<file path="src/rtl/tracker_enemy_if.sv">
// Bundles the play/stimulus inputs and the enemy/shot outputs of tracker_enemy.
// The slave modport is the enemy side. The master modport is the game-top or bench side.
interface tracker_enemy_if #(
    parameter int N_SHOTS = 3
);
    logic                   i_play;
    logic [4:0]             i_rand;
    logic [9:0]             i_projectiles_x;
    logic [9:0]             i_projectiles_y;
    logic [9:0]             i_player_x;
    logic [9:0]             i_player_y;
    logic [10*N_SHOTS-1:0]  o_shots_x;
    logic [10*N_SHOTS-1:0]  o_shots_y;
    logic [N_SHOTS-1:0]     o_shots_active;
    logic [9:0]             o_enemy_x;
    logic [9:0]             o_enemy_y;
    logic                   o_alive;
    logic                   o_collision;
    logic [13:0]            o_score;

    modport slave (
        input  i_play, i_rand, i_projectiles_x, i_projectiles_y, i_player_x, i_player_y,
        output o_shots_x, o_shots_y, o_shots_active, o_enemy_x, o_enemy_y,
               o_alive, o_collision, o_score
    );

    modport master (
        output i_play, i_rand, i_projectiles_x, i_projectiles_y, i_player_x, i_player_y,
        input  o_shots_x, o_shots_y, o_shots_active, o_enemy_x, o_enemy_y,
               o_alive, o_collision, o_score
    );
endinterface

</file>
<file path="src/rtl/tracker_enemy.sv">
// Player-tracking enemy: it chases the player, fires from a shot pool, scores hits and respawns.
// Define ENEMY_Y_TRACK_EN to also track player_y, clamped to [SPAWN_Y, Y_LIMIT].
module tracker_enemy #(
    parameter int N_SHOTS     = 3,
    parameter int MOVE_DIV    = 2,
    parameter int FIRE_PERIOD = 512,
    parameter int SHOT_SPEED  = 2,
    parameter int HIT_W       = 10,
    parameter int HIT_H       = 20,
    parameter int SCORE_INC   = 50,
    parameter int SPAWN_X     = 64,
    parameter int SPAWN_Y     = 30,
    parameter int Y_LIMIT     = 240,
    parameter int RESPAWN_CYC = 256
) (
    input  logic           clk,
    input  logic           clr,
    tracker_enemy_if.slave bus
);
    localparam logic [1:0] S_IDLE   = 2'd0;
    localparam logic [1:0] S_ACTIVE = 2'd1;
    localparam logic [1:0] S_HIT    = 2'd2;

    localparam int RW = $clog2(RESPAWN_CYC + 1);
    localparam logic signed [10:0] HIT_H_S   = 11'(HIT_H);
    localparam logic [10:0]        HIT_W_U   = 11'(HIT_W);
    localparam logic [9:0]         Y_BASE    = 10'(SPAWN_Y);
    localparam logic [9:0]         Y_LIM     = 10'(Y_LIMIT);
    localparam logic [14:0]        SCORE_MAX = 15'h3FFF;

    logic [1:0]          r_state;
    logic [MOVE_DIV-1:0] r_move_cnt;
    logic [15:0]         r_fire_cnt;
    logic [RW-1:0]       r_hit_cnt;
    logic [9:0]          r_enemy_x;
    logic [9:0]          r_enemy_y;
    logic [13:0]         r_score;
    logic                r_collision;
    logic [9:0]          r_shot_x [N_SHOTS];
    logic [9:0]          r_shot_y [N_SHOTS];
    logic [N_SHOTS-1:0]  r_shot_act;

    logic                w_tick;
    logic signed [10:0]  w_dx;
    logic signed [10:0]  w_dy;
    logic [10:0]         w_adx;
    logic                w_hit;
    logic                w_fire_wrap;
    logic                w_fire;
    logic                w_found;
    logic [N_SHOTS-1:0]  w_load;
    logic [14:0]         w_score_sum;
    logic [9:0]          w_y_target;

    assign w_tick = &r_move_cnt;

    // Difference in 11-bit signed arithmetic so that negative offsets stay negative.
    assign w_dx  = $signed({1'b0, bus.i_projectiles_x}) - $signed({1'b0, r_enemy_x});
    assign w_dy  = $signed({1'b0, bus.i_projectiles_y}) - $signed({1'b0, r_enemy_y});
    assign w_adx = w_dx[10] ? $unsigned(-w_dx) : $unsigned(w_dx);
    assign w_hit = (r_state == S_ACTIVE) && (bus.i_projectiles_y != 10'd0)
                && (w_dy > 11'sd0) && (w_dy < HIT_H_S) && (w_adx < HIT_W_U);

    assign w_fire_wrap = (r_state == S_ACTIVE) && (r_fire_cnt == 16'(FIRE_PERIOD - 1));
    assign w_fire      = w_fire_wrap && !w_hit;
    assign w_score_sum = {1'b0, r_score} + 15'(SCORE_INC);

`ifdef ENEMY_Y_TRACK_EN
    assign w_y_target = bus.i_player_y;
`else
    logic w_unused_player_y;
    assign w_y_target        = Y_BASE;
    assign w_unused_player_y = ^bus.i_player_y;
`endif

    always_comb begin
        w_load  = '0;
        w_found = 1'b0;
        for (int unsigned i = 0; i < N_SHOTS; i++) begin
            if (w_fire && !w_found && !r_shot_act[i]) begin
                w_load[i] = 1'b1;
                w_found   = 1'b1;
            end
        end
    end

    always_ff @(posedge clk or posedge clr) begin
        if (clr) begin
            r_state     <= S_IDLE;
            r_move_cnt  <= '0;
            r_fire_cnt  <= '0;
            r_hit_cnt   <= '0;
            r_enemy_x   <= 10'(SPAWN_X);
            r_enemy_y   <= Y_BASE;
            r_score     <= '0;
            r_collision <= 1'b0;
        end else if (!bus.i_play) begin
            r_state     <= S_IDLE;
            r_move_cnt  <= '0;
            r_fire_cnt  <= '0;
            r_hit_cnt   <= '0;
            r_enemy_x   <= 10'(SPAWN_X);
            r_enemy_y   <= Y_BASE;
            r_score     <= '0;
            r_collision <= 1'b0;
        end else begin
            r_move_cnt  <= r_move_cnt + 1'b1;
            r_collision <= 1'b0;
            case (r_state)
                S_IDLE: r_state <= S_ACTIVE;
                S_ACTIVE: begin
                    r_fire_cnt <= w_fire_wrap ? '0 : r_fire_cnt + 16'd1;
                    if (w_hit) begin
                        r_state     <= S_HIT;
                        r_hit_cnt   <= '0;
                        r_collision <= 1'b1;
                        r_score     <= (w_score_sum > SCORE_MAX) ? 14'h3FFF : w_score_sum[13:0];
                    end else if (w_tick) begin
                        if (bus.i_player_x > r_enemy_x)
                            r_enemy_x <= r_enemy_x + 10'd1;
                        else if (bus.i_player_x < r_enemy_x)
                            r_enemy_x <= r_enemy_x - 10'd1;
                        if (w_y_target > r_enemy_y && r_enemy_y < Y_LIM)
                            r_enemy_y <= r_enemy_y + 10'd1;
                        else if (w_y_target < r_enemy_y && r_enemy_y > Y_BASE)
                            r_enemy_y <= r_enemy_y - 10'd1;
                    end
                end
                S_HIT: begin
                    if (r_hit_cnt == RW'(RESPAWN_CYC - 1)) begin
                        r_state   <= S_ACTIVE;
                        r_enemy_x <= 10'(SPAWN_X) + {1'b0, bus.i_rand, 4'b0000};
                        r_enemy_y <= Y_BASE;
                    end else begin
                        r_hit_cnt <= r_hit_cnt + 1'b1;
                    end
                end
                default: r_state <= S_IDLE;
            endcase
        end
    end

    // A fresh load takes priority over advancing or retiring the same slot.
    always_ff @(posedge clk or posedge clr) begin
        if (clr) begin
            for (int unsigned i = 0; i < N_SHOTS; i++) begin
                r_shot_x[i] <= '0;
                r_shot_y[i] <= '0;
            end
            r_shot_act <= '0;
        end else if (!bus.i_play) begin
            for (int unsigned i = 0; i < N_SHOTS; i++) begin
                r_shot_x[i] <= '0;
                r_shot_y[i] <= '0;
            end
            r_shot_act <= '0;
        end else begin
            for (int unsigned i = 0; i < N_SHOTS; i++) begin
                if (w_load[i]) begin
                    r_shot_x[i]   <= r_enemy_x;
                    r_shot_y[i]   <= r_enemy_y + 10'(HIT_H);
                    r_shot_act[i] <= 1'b1;
                end else if (w_tick && r_shot_act[i]) begin
                    if (({1'b0, r_shot_y[i]} + 11'(SHOT_SPEED)) > 11'd479) begin
                        r_shot_y[i]   <= '0;
                        r_shot_act[i] <= 1'b0;
                    end else begin
                        r_shot_y[i] <= r_shot_y[i] + 10'(SHOT_SPEED);
                    end
                end
            end
        end
    end

    always_comb begin
        bus.o_shots_x = '0;
        bus.o_shots_y = '0;
        for (int unsigned i = 0; i < N_SHOTS; i++) begin
            bus.o_shots_x[10*i +: 10] = r_shot_x[i];
            bus.o_shots_y[10*i +: 10] = r_shot_y[i];
        end
    end

    assign bus.o_shots_active = r_shot_act;
    assign bus.o_enemy_x      = r_enemy_x;
    assign bus.o_enemy_y      = r_enemy_y;
    assign bus.o_alive        = (r_state == S_ACTIVE);
    assign bus.o_collision    = r_collision;
    assign bus.o_score        = r_score;
endmodule
</file>
<file path="src/flat_wrapper.sv">
// flat-port wrapper written by rule: the top's interface ports become plain ports
module tracker_enemy_flat 
#(
    parameter int N_SHOTS     = 3,
    parameter int MOVE_DIV    = 2,
    parameter int FIRE_PERIOD = 512,
    parameter int SHOT_SPEED  = 2,
    parameter int HIT_W       = 10,
    parameter int HIT_H       = 20,
    parameter int SCORE_INC   = 50,
    parameter int SPAWN_X     = 64,
    parameter int SPAWN_Y     = 30,
    parameter int Y_LIMIT     = 240,
    parameter int RESPAWN_CYC = 256
)
  (clk, clr, bus_i_play, bus_i_rand, bus_i_projectiles_x, bus_i_projectiles_y, bus_i_player_x, bus_i_player_y, bus_o_shots_x, bus_o_shots_y, bus_o_shots_active, bus_o_enemy_x, bus_o_enemy_y, bus_o_alive, bus_o_collision, bus_o_score);
  tracker_enemy_if #(.N_SHOTS(N_SHOTS)) bus_i ();
  input  logic clk;
  input  logic clr;
  input wire logic [$bits(bus_i.i_play)-1:0] bus_i_play;
  input wire logic [$bits(bus_i.i_rand)-1:0] bus_i_rand;
  input wire logic [$bits(bus_i.i_projectiles_x)-1:0] bus_i_projectiles_x;
  input wire logic [$bits(bus_i.i_projectiles_y)-1:0] bus_i_projectiles_y;
  input wire logic [$bits(bus_i.i_player_x)-1:0] bus_i_player_x;
  input wire logic [$bits(bus_i.i_player_y)-1:0] bus_i_player_y;
  output wire logic [$bits(bus_i.o_shots_x)-1:0] bus_o_shots_x;
  output wire logic [$bits(bus_i.o_shots_y)-1:0] bus_o_shots_y;
  output wire logic [$bits(bus_i.o_shots_active)-1:0] bus_o_shots_active;
  output wire logic [$bits(bus_i.o_enemy_x)-1:0] bus_o_enemy_x;
  output wire logic [$bits(bus_i.o_enemy_y)-1:0] bus_o_enemy_y;
  output wire logic [$bits(bus_i.o_alive)-1:0] bus_o_alive;
  output wire logic [$bits(bus_i.o_collision)-1:0] bus_o_collision;
  output wire logic [$bits(bus_i.o_score)-1:0] bus_o_score;
  assign bus_i.i_play = bus_i_play;
  assign bus_i.i_rand = bus_i_rand;
  assign bus_i.i_projectiles_x = bus_i_projectiles_x;
  assign bus_i.i_projectiles_y = bus_i_projectiles_y;
  assign bus_i.i_player_x = bus_i_player_x;
  assign bus_i.i_player_y = bus_i_player_y;
  assign bus_o_shots_x = bus_i.o_shots_x;
  assign bus_o_shots_y = bus_i.o_shots_y;
  assign bus_o_shots_active = bus_i.o_shots_active;
  assign bus_o_enemy_x = bus_i.o_enemy_x;
  assign bus_o_enemy_y = bus_i.o_enemy_y;
  assign bus_o_alive = bus_i.o_alive;
  assign bus_o_collision = bus_i.o_collision;
  assign bus_o_score = bus_i.o_score;
  tracker_enemy #(.N_SHOTS(N_SHOTS), .MOVE_DIV(MOVE_DIV), .FIRE_PERIOD(FIRE_PERIOD), .SHOT_SPEED(SHOT_SPEED), .HIT_W(HIT_W), .HIT_H(HIT_H), .SCORE_INC(SCORE_INC), .SPAWN_X(SPAWN_X), .SPAWN_Y(SPAWN_Y), .Y_LIMIT(Y_LIMIT), .RESPAWN_CYC(RESPAWN_CYC)) u_core (.clk(clk), .clr(clr), .bus(bus_i));
endmodule
</file>
<file path="config.mk">
export PLATFORM = sky130hd
export DESIGN_NAME = tracker_enemy_flat
export DESIGN_NICKNAME = d
export VERILOG_FILES = /design/src/rtl/tracker_enemy_if.sv /design/src/rtl/tracker_enemy.sv /design/src/flat_wrapper.sv
export SDC_FILE = /design/constraint.sdc
export NUM_CORES = 1
export LEC_CHECK = 0
export BUFFER_PORTS_ARGS = -buffer_cell sky130_fd_sc_hd__clkbuf_2
export CAP_MARGIN = 15
export CORE_MARGIN = 8
export CORE_UTILIZATION = 52
export DETAILED_ROUTE_END_ITERATION = 12
export PLACE_DENSITY = 0.73
export REMOVE_ABC_BUFFERS = 1
export SKIP_CTS_REPAIR_TIMING = 1
export SYNTH_ARGS = -nofsm -noshare
export SYNTH_HDL_FRONTEND = slang
export SYNTH_SLANG_ARGS = --single-unit
</file>
<file path="constraint.sdc">
create_clock -name clk -period 4.55 [get_ports clk]
set_clock_uncertainty 0.2 [all_clocks]
set_input_delay 0.2275 -clock clk [delete_from_list [all_inputs] [get_ports clk]]
set_output_delay 0.2275 -clock clk [all_outputs]
set_load 0.03 [all_outputs]
</file>
Yosys cells after proc, flatten, opt, wreduce, memory -nomap -nowiden
Index checks and enable logic that the tools add are counted.
{"block": "word_totals", "word_cells": 167, "output_inout_bits": 99, "ff_bits": 127, "input_bits": 48}
{"block": "op_classes", "n_mux": 62, "addsub": 19, "reduce_logical": 33, "eq_ne": 23, "n_lt_le_gt_ge": 13}
{"operator": "two-way mux 10 bit", "n": 24}
{"operator": "two-way mux 30 bit", "n": 2}
{"operator": "two-way mux 14 bit", "n": 4}
{"operator": "two-way mux 16 bit", "n": 3}
{"operator": "case mux 10 bit (2 select lines)", "n": 2}
{"operator": "adder 10 x 2 -> 11 bit, second input constant", "n": 3}
{"operator": "greater-than comparator 11 x 9 -> 1 bit, second input constant", "n": 3}
{"operator": "adder 10 x 2 -> 10 bit, second input constant", "n": 3}
{"operator": "two-way mux 9 bit", "n": 3}
{"operator": "subtractor 10 x 10 -> 11 bit", "n": 2}
{"operator": "!= test 3 x 1 -> 1 bit, second input constant", "n": 7}
{"operator": "adder 10 x 1 -> 10 bit, second input constant", "n": 2}
{"operator": "subtractor 10 x 1 -> 10 bit, second input constant", "n": 2}
{"operator": "case mux 9 bit (2 select lines)", "n": 1}
{"operator": "adder 16 x 1 -> 16 bit, second input constant", "n": 1}
{"operator": "equality test 16 x 9 -> 1 bit, second input constant", "n": 1}
{"operator": "logical AND 1 bit", "n": 16}
{"operator": "two-way mux 1 bit", "n": 16}
{"operator": "adder 14 x 6 -> 15 bit, second input constant", "n": 1}
{"operator": "greater-than comparator 15 x 14 -> 1 bit, second input constant", "n": 1}
{"operator": "AND reduction 2 bit", "n": 6}
{"operator": "greater-than comparator 11 x 1 -> 1 bit, second input constant", "n": 1}
{"operator": "less-than comparator 11 x 4 -> 1 bit, second input constant", "n": 1}
{"operator": "less-than comparator 11 x 6 -> 1 bit, second input constant", "n": 1}
{"operator": "27 further kinds", "n": 44}

Depth between registers and ports, before layout
Gate-level depths: netlist (run 1).
{"block": "logic_depth", "depth_word": 19, "mapped_depth": 20, "ltp_nobuf": 20}

Worst setup path after synthesis (run 1)
OpenSTA, ideal clock, no wires.
{"block": "synth_path", "path_type": "flip-flop to flip-flop", "start": "reg u_core.r_enemy_x[1] (netlist: u_core.bus.o_enemy_x[1])", "end": "reg u_core.r_enemy_x[9] (netlist: u_core.bus.o_enemy_x[9])", "setup_slack_ps": 57, "setup_time_ps": 83, "path_stages_with_launch": 20, "t_required_ps": 4267, "arrival_time_ps": 4210, "path_buffers": 0, "cell_sequence": "dfrtp_1 inv_1 ha_1 nor2b_1 o21a_1 o21ai_0 a211oi_1 a21o_1 a21oi_1 ha_1 a21o_1 a21oi_1 o21ai_0 a2111oi_0 nor3_1 a31oi_1 xor2_1 o31ai_1 nand3_1 o21ai_0"}
{"block": "synth_via", "elab_chain_len": 7, "elab_cells_between_ends": 18, "classes_between": "add/sub: 4; order compare: 3; eq/ne: 2; mux: 7; reduce/logical: 2"}
{"item": "from (decl)", "line": "tracker_enemy.sv:35", "rtl": "logic [9:0] r_enemy_x;"}
{"item": "from (signal assigned)", "line": "tracker_enemy.sv:93", "rtl": "r_enemy_x <= 10'(SPAWN_X);"}
{"item": "from (signal assigned)", "line": "tracker_enemy.sv:102", "rtl": "r_enemy_x <= 10'(SPAWN_X);"}
{"item": "from (signal assigned)", "line": "tracker_enemy.sv:120", "rtl": "r_enemy_x <= r_enemy_x + 10'd1;"}
{"item": "subtractor 10 x 10 -> 11 bit / subtractor 10 x 1 -> 10 bit (equally long branches)", "line": "tracker_enemy.sv:58, tracker_enemy.sv:122"}
{"item": "negator 11 bit / two-way mux 10 bit (equally long branches)", "line": "tracker_enemy.sv:60, tracker_enemy.sv:121"}
{"item": "two-way mux 11 bit / two-way mux 10 bit (equally long branches)", "line": "tracker_enemy.sv:60, tracker_enemy.sv:119"}
{"item": "less-than comparator 11 x 4 -> 1 bit / two-way mux 10 bit (equally long branches)", "line": "tracker_enemy.sv:62, tracker_enemy.sv:118"}
{"item": "logical AND 1 bit / two-way mux 10 bit (equally long branches)", "line": "tracker_enemy.sv:62, tracker_enemy.sv:113"}
{"item": "!= test 3 bit (no source line) / case mux 10 bit (2 select lines) (equally long branches)"}
{"item": "AND reduction 5 bit (no source line) / two-way mux 10 bit (equally long branches)"}
Several ways; a longest one is shown, not always the timed one. The select of a mux whose other input is x is not followed.
A chain may end at the register's enable or synchronous reset.

Final worst setup path (run 1)
{"block": "layout_path", "start": "reg u_core.r_enemy_x[5] (netlist: u_core.bus.o_enemy_x[5])", "end": "reg u_core.r_shot_y (netlist bit u_core.bus.o_shots_y[16])"}
{"block": "layout_via", "elab_chain_len": 15, "elab_cells_between_ends": 16, "classes_between": "add/sub: 2; order compare: 1; eq/ne: 1; mux: 5; reduce/logical: 7"}
{"item": "subtractor 10 x 10 -> 11 bit (*)", "line": "tracker_enemy.sv:58", "rtl": "assign w_dx = $signed({1'b0, bus.i_projectiles_x}) - $signed({1'b0, r_enemy_x});"}
{"item": "negator 11 bit", "line": "tracker_enemy.sv:60", "rtl": "assign w_adx = w_dx[10] ? $unsigned(-w_dx) : $unsigned(w_dx);"}
{"item": "two-way mux 11 bit (*)", "line": "tracker_enemy.sv:60"}
{"item": "less-than comparator 11 x 4 -> 1 bit (*)", "line": "tracker_enemy.sv:62", "rtl": "&& (w_dy > 11'sd0) && (w_dy < HIT_H_S) && (w_adx < HIT_W_U);"}
{"item": "logical AND 1 bit (*)", "line": "tracker_enemy.sv:62"}
{"item": "logical NOT 1 bit (*)", "line": "tracker_enemy.sv:65", "rtl": "assign w_fire = w_fire_wrap && !w_hit;"}
{"item": "logical AND 1 bit (*)", "line": "tracker_enemy.sv:65"}
{"item": "logical AND 1 bit", "line": "tracker_enemy.sv:80", "rtl": "if (w_fire && !w_found && !r_shot_act[i]) begin"}
{"item": "two-way mux 1 bit", "line": "tracker_enemy.sv:80"}
{"item": "logical NOT 1 bit", "line": "tracker_enemy.sv:80"}
{"item": "logical AND 1 bit (*) (2 in a row)", "line": "tracker_enemy.sv:80"}
{"item": "two-way mux 1 bit (*)", "line": "tracker_enemy.sv:80"}
{"item": "two-way mux 10 bit", "line": "tracker_enemy.sv:159", "rtl": "if (w_load[i]) begin"}
{"item": "two-way mux 30 bit", "line": "tracker_enemy.sv:151", "rtl": "end else if (!bus.i_play) begin"}
{"item": "to (signal, indexed assignment)", "line": "tracker_enemy.sv:161", "rtl": "r_shot_y[i] <= r_enemy_y + 10'(HIT_H);"}
{"item": "to (signal, indexed assignment)", "line": "tracker_enemy.sv:168", "rtl": "r_shot_y[i] <= r_shot_y[i] + 10'(SHOT_SPEED);"}
{"item": "to (decl)", "line": "tracker_enemy.sv:40", "rtl": "logic [9:0] r_shot_y [N_SHOTS];"}
Mark *: on every way between the ends. The rest lies on a longest branch, timed or not.

==> results of run 1 <==
layer usage:
layer	vias up	global-route usage [%]	part of all wire [%]
met5	-	0	0
met2	300	38.1	47
met1	4258	31.8	44
li1	4264	-	-
met4	0	6.99	1.7
met3	27	4.95	7.0
layout make-up:
type	instances	area, um^2	area share (%)
Sequential cell	127	3180	29.6
Clock inverter	6	108	0.999
Multi-Input combinational cell	854	5580	51.8
Clock buffer	26	499	4.64
Timing Repair Buffer	164	908	8.43
Inverter	56	213	1.98
Tap cell	225	282	2.61
metrics by stage:
stage	setup slack, ns	cells	TNS, ns
6_report	0.236	1458	0
5_1_grt	0.00796	1458	0
4_1_cts	0.193	1455	0
3_5_place_dp	0.192	1423	0
3_3_place_gp	0.286	1423	0
2_1_floorplan	-0.377	1037	-4.24
sequential cells by signal, indices dropped and copies added (netlist names):
| name | count |
|---|---|
| u_core.bus.o_score | 14 |
| u_core.bus.o_collision | 1 |
| u_core.bus.o_shots_y | 30 |
| u_core.r_fire_cnt | 16 |
| u_core.r_state | 2 |
| u_core.r_hit_cnt | 9 |
| u_core.bus.o_enemy_y | 10 |
| u_core.bus.o_shots_x | 30 |
| u_core.bus.o_shots_active | 3 |
| u_core.r_move_cnt | 2 |
| u_core.bus.o_enemy_x | 10 |
where the power goes:
part / internal (mW) / switching [mW] / total (mW) / leakage, nW
clock network: 0.919 / 0.490 / 1.41 / 0.295
registers: 1.22 / 0.122 / 1.34 / 1.73
logic: 1.02 / 1.52 / 2.54 / 3.00
worst reg2reg max path: cells and delay by family (launching register included):
family | cells | cell delay [ns]
AND/OR/NAND/NOR | 5 | 1.52
AO/OA/AOI/OAI | 5 | 1.10
buffers and inverters | 3 | 0.51
flip-flops | 1 | 0.46
adder cells (fa/ha/maj) | 1 | 0.43
layout by cell type (no fill, tap or decap), types with 22 or more instances in the layout:
cell type  netlist  layout
a21o_1          23      23
a21oi_1         54      53
a22o_1          22      22
and3_1          28      28
buf_4            1      25
clkbuf_2         0     136
dfrtp_1        122     122
ha_1            61      61
inv_1           56      54
nand2_1        130     130
nand3_1         55      55
nor2_1          58      58
o21ai_0        111     111
xnor2_1         23      23
cell families (layout without fill, tap and decap cells):
kind of cell	count (synthesis)	after routing	share of synthesized area, %
DFF	127	127	34.9
and+or+nand+nor	397	397	22.1
buffers and inverters	97	252	4.32
muxes	5	5	0.604
xor gates and xnor gates	43	43	4.13
adders and majority gates	65	65	9.25
AOI/OAI and AO/OA	344	344	24.6
path summary, 6_finish.rpt:
check	startpoint	slack [ns]	cells after the start	endpoint
worst min-delay path	bus_i_rand[1]	-0.02	5	u_core.bus.o_enemy_x[5]
max in group asynchronous	clr	2.81	4	u_core.bus.o_enemy_y[2]
min in group asynchronous	clr	0.36	3	u_core.r_fire_cnt[12]
worst min register to register	u_core.r_move_cnt[0]	0.24	1	u_core.r_move_cnt[0]
worst max-delay path	u_core.bus.o_enemy_x[5]	0.24	14	u_core.bus.o_shots_y[16]
worst max register to register	u_core.bus.o_enemy_x[5]	0.24	14	u_core.bus.o_shots_y[16]
==> results.toml, run 1 <==
[logic_synthesis]
synth.area.top_cells = "dfrtp_1, ha_1, o21ai_0"
syn_inst = 1078
syn_avg_cell_area_um2 = 8.46
yosysMostFrequentCell = "nand2_1"
ys_ff_latch = 127
yosysUniqueCellTypes = 81
syn_area_mm2 = 0.00912
netlist.area_leader.share_pct = 33.5
ys_warn_count = 0
synth_edf_count = 0
synth_area_leader_cell = "dfrtp_1"
yosys-top-cells-count = "nand2_1, dfrtp_1, o21ai_0"
ys_async_sr_fraction_pct = 100
yosysSeqAreaShare_pct = 34.9
synthFlopType = "dfrtp_1"

[placed_design]
gp_congestion = 0.917
port_buffers = 136
hpwl_mm = 19.8
dpl_cell_area_mm2 = 0.0101

[timing]
relSlewSlack_pct = 39.8
fmax_mhz = 232
drv_slew = 0
period_share_pct = 94.8
grt_setup_unrepaired = "false"
tightest_slew_ns = 0.903
finalSetupViolCount = 0
hold_slack_ns = -0.0210
period_needed_ns = 4.31
hold_violations = 2

[hold_path]
holdCritPathClass = "input pin to register"

[worst_setup_path]
critical_path.top_delay_family = "simple AND/OR/NAND/NOR gates"
crit_path_start_kind = "register"
slowest_delay_ns = 0.46
crit_slowest_cell = "dfrtp_1"
endpoint_kind = "register"
arrival_ns = 4.41
critPathBufInv = 3
required_ns = 4.65
crit_chain = "inv_1 > ha_1 > and3_4 > or3_4 > o21ai_0 > a211oi_2 > a31oi_1 > o31ai_2 > nor3b_4 > buf_4 > or4_1 > buf_12 > or3_1 > o311ai_0"
cp_max_fo = 22
path_class = "register to register"

[floorplanning]
io_pins = 147
dieArea_mm2 = 0.0220
core.rowCount = 48
initial_core_util_pct = 52.9
design.core.area_mm2 = 0.0172
die_h_um = 148
die-width_um = 148

[clocking]
numClockSinks = 127
insertion_delay_ns = 0.42
cts-buffers-inserted = 17
h-tree-depth = 4
cts_tree = "yes"
cts.clk_slew.worst_paths_ns = 0.06
cts_max_path_buffers = 2
cts_root_buf = "clkbuf_16"

[route]
vias = 8849
wirelength_mm = 26.4
drcViolationCount = 0
wl_per_cell_um = 18.1
first_pass_iters = 7
ant_nets = 0
first_iter_violations = 509
avgViaCountPerCell = 6.07

[run]
maxCapViolations = 0

[global_route]
antenna_found_initial = 0
grt_start_max_net_pins = 73
grt_pass1_wl_mm = 42.5
grt_use_total_pct = 23.8
grt_overflow = 0
grt_pass1_vias = 8285

[pwr]
irDropWorstVdd_mv = 0.366
p_leak_nw = 5.03
fin_total_pwr_mw = 5.29
powerDensity_mw_per_mm2 = 491

[layout]
drive_gt1_share_pct = 18.3
area_growth_pct = 18.1
design_area_mm2 = 0.0108
fillers = 1514
nets = 1333
num_antenna_cells = 0
post-route-util_pct = 62.5

[status]
run_status = "complete, but fails checks"
violations = "negative hold slack"
(Power assumes the default switching activity.)
==> inputs of run 2 (changes only) <==
GPL_ROUTABILITY_DRIVEN = 0   (was default)
PLACE_DENSITY = default   (was 0.73)
PLACE_DENSITY_LB_ADDON = 0.3   (was default)
==> results.toml, run 2 (synthesis results as in run 1) <==
[placed_design]
port_buffers = 136
hpwl_mm = 20.1
place_inst = 1432

[route]
wirelength_mm = 27.0
avgViaCountPerCell = 6.14
first_pass_iters = 5
ant_nets = 0
vias = 9004
first_iter_violations = 653
drcViolationCount = 0
wl_per_cell_um = 18.5

[worst_setup_path]
reg2reg_depth = 13
required_ns = 4.66
path_class = "register to register"
worstReg2RegEnd = "u_core.bus.o_shots_y[25]"
crit_path_start_kind = "register"
r2r-start = "u_core.bus.o_enemy_x[0]"
arrival_ns = 4.40
cp_max_fo = 10
reg2reg_setup_slack_ns = 0.27
endpoint_kind = "register"

[layout]
finalNonFillerCells = 1466
fillers = 1502
layout_common_cells = "clkbuf_2, nand2_1, dfrtp_1, o21ai_0, ha_1"
area_growth_pct = 19.0
multiInputGateArea_mm2 = 0.00556
num_antenna_cells = 0
nets = 1341
drive_gt1_share_pct = 19.2
seq_area_mm2 = 0.00318
final_common_cell = "clkbuf_2"

[global_route]
grt_use_total_pct = 24.5
met1_usage_pct = 32.5
antenna_found_initial = 0
grt_pass1_wl_mm = 43.6
grt_use_met2_pct = 38.2
grt_overflow = 0
grt_pass1_vias = 8468
grt_start_max_net_pins = 64
use_met3_pct = 3.77
busiest_layer = "met2"

[floorplanning]
design.core.area_mm2 = 0.0172
core.rowCount = 48
initial_core_util_pct = 52.9
die-width_um = 148
die_h_um = 148
dieArea_mm2 = 0.0220
io_pins = 147

[hold_path]
holdCritPathClass = "input pin to register"
min_delay_path_depth = 5
hold_end = "u_core.bus.o_enemy_x[4]"
min-delay-start = "bus_i_rand[0]"

[clocking]
cts-buffers-inserted = 17
numClockSinks = 127
cts_tree = "yes"
h-tree-depth = 4
cts_root_buf = "clkbuf_16"
cts_max_path_buffers = 2
insertion_delay_ns = 0.43
cts.clk_slew.worst_paths_ns = 0.06

[status]
violations = "negative hold slack"
run_status = "complete, but fails checks"

[timing]
tightest_slew_ns = 1.18
hold_violations = 2
drv_slew = 0
period_needed_ns = 4.28
hold_slack_ns = -0.00864
period_share_pct = 94.2
fmax_mhz = 233
relSlewSlack_pct = 21.5
finalSetupViolCount = 0
grt_setup_unrepaired = "false"

[run]
maxCapViolations = 0

[pwr]
powerDensity_mw_per_mm2 = 504
pwr-share-clk_pct = 27.8
irDropWorstVdd_mv = 0.303
netSwitchingPower_mw = 2.21
intPower_mw = 3.25
pwr-share-seq_pct = 24.5
p_leak_nw = 5.07
p_sw_share_pct = 40.5
pwr-share-comb_pct = 47.6
-- run 2: cell type report --
cell class              count  share of cell area, %
inverters                  56                   1.96
repair buffers            172                   8.81
flip-flops and latches    127                   29.4
clock inverters            14                   1.97
clock buffers              18                   4.05
multi-input cells         854                   51.3
well taps                 225                   2.60
-- run 2: power by group through the flow --
stage	clock [mW]	combinational (mW)	sequential (mW)
final	1.52	2.60	1.34
after global routing	1.57	2.86	1.35
after CTS	1.53	2.58	1.34
after detailed placement	0	2.56	1.36
after global placement	0	2.50	1.35
after floorplan	0	1.77	1.47
-- run 2: routing by layer --
metal	up-vias	share of wire, %
met4	0	3.9
met2	329	47
li1	4266	-
met5	-	0
met1	4341	43
met3	68	6.5
-- run 2: through the flow --
stage               setup slack (ns)  TNS, ns  cell area, um^2  utilization (%)  total power, mW
floorplan                     -0.377    -4.24             8930                -             3.24
global placement               0.323        0            10200             59.0             3.85
detailed placement             0.205        0            10200             59.0             3.92
CTS                            0.180        0            10800             62.8             5.45
global route                 0.00718        0            10800             62.9             5.79
finish                         0.265        0            10800             62.9             5.47
-- run 2: worst max-delay path by stage --
stage	start	endpoint	slack, ns
5_1_grt	u_core.bus.o_enemy_x[1]	u_core.bus.o_enemy_x[9]	0.007
4_1_cts	u_core.bus.o_enemy_x[1]	u_core.bus.o_enemy_x[9]	0.18
3_5_place_dp	u_core.bus.o_enemy_x[1]	u_core.bus.o_enemy_x[9]	0.20
2_1_floorplan	u_core.bus.o_enemy_x[4]	u_core.bus.o_shots_y[22]	-0.38
6_report	u_core.bus.o_enemy_x[0]	u_core.bus.o_shots_y[25]	0.27
3_3_place_gp	u_core.bus.o_enemy_x[1]	u_core.bus.o_enemy_x[9]	0.32
-- run 2: critical path, cell delays in order, from the launching register on --
cell	delay, ns
dfrtp_1	0.37
ha_1	0.18
inv_1	0.05
fa_1	0.43
a21o_1	0.24
and4_1	0.25
or3_4	0.36
a221oi_1	0.33
nor2_1	0.06
nand4bb_1	0.30
nor3b_4	0.52
o31a_1	0.51
nand2_1	0.18
a2bb2oi_1	0.18
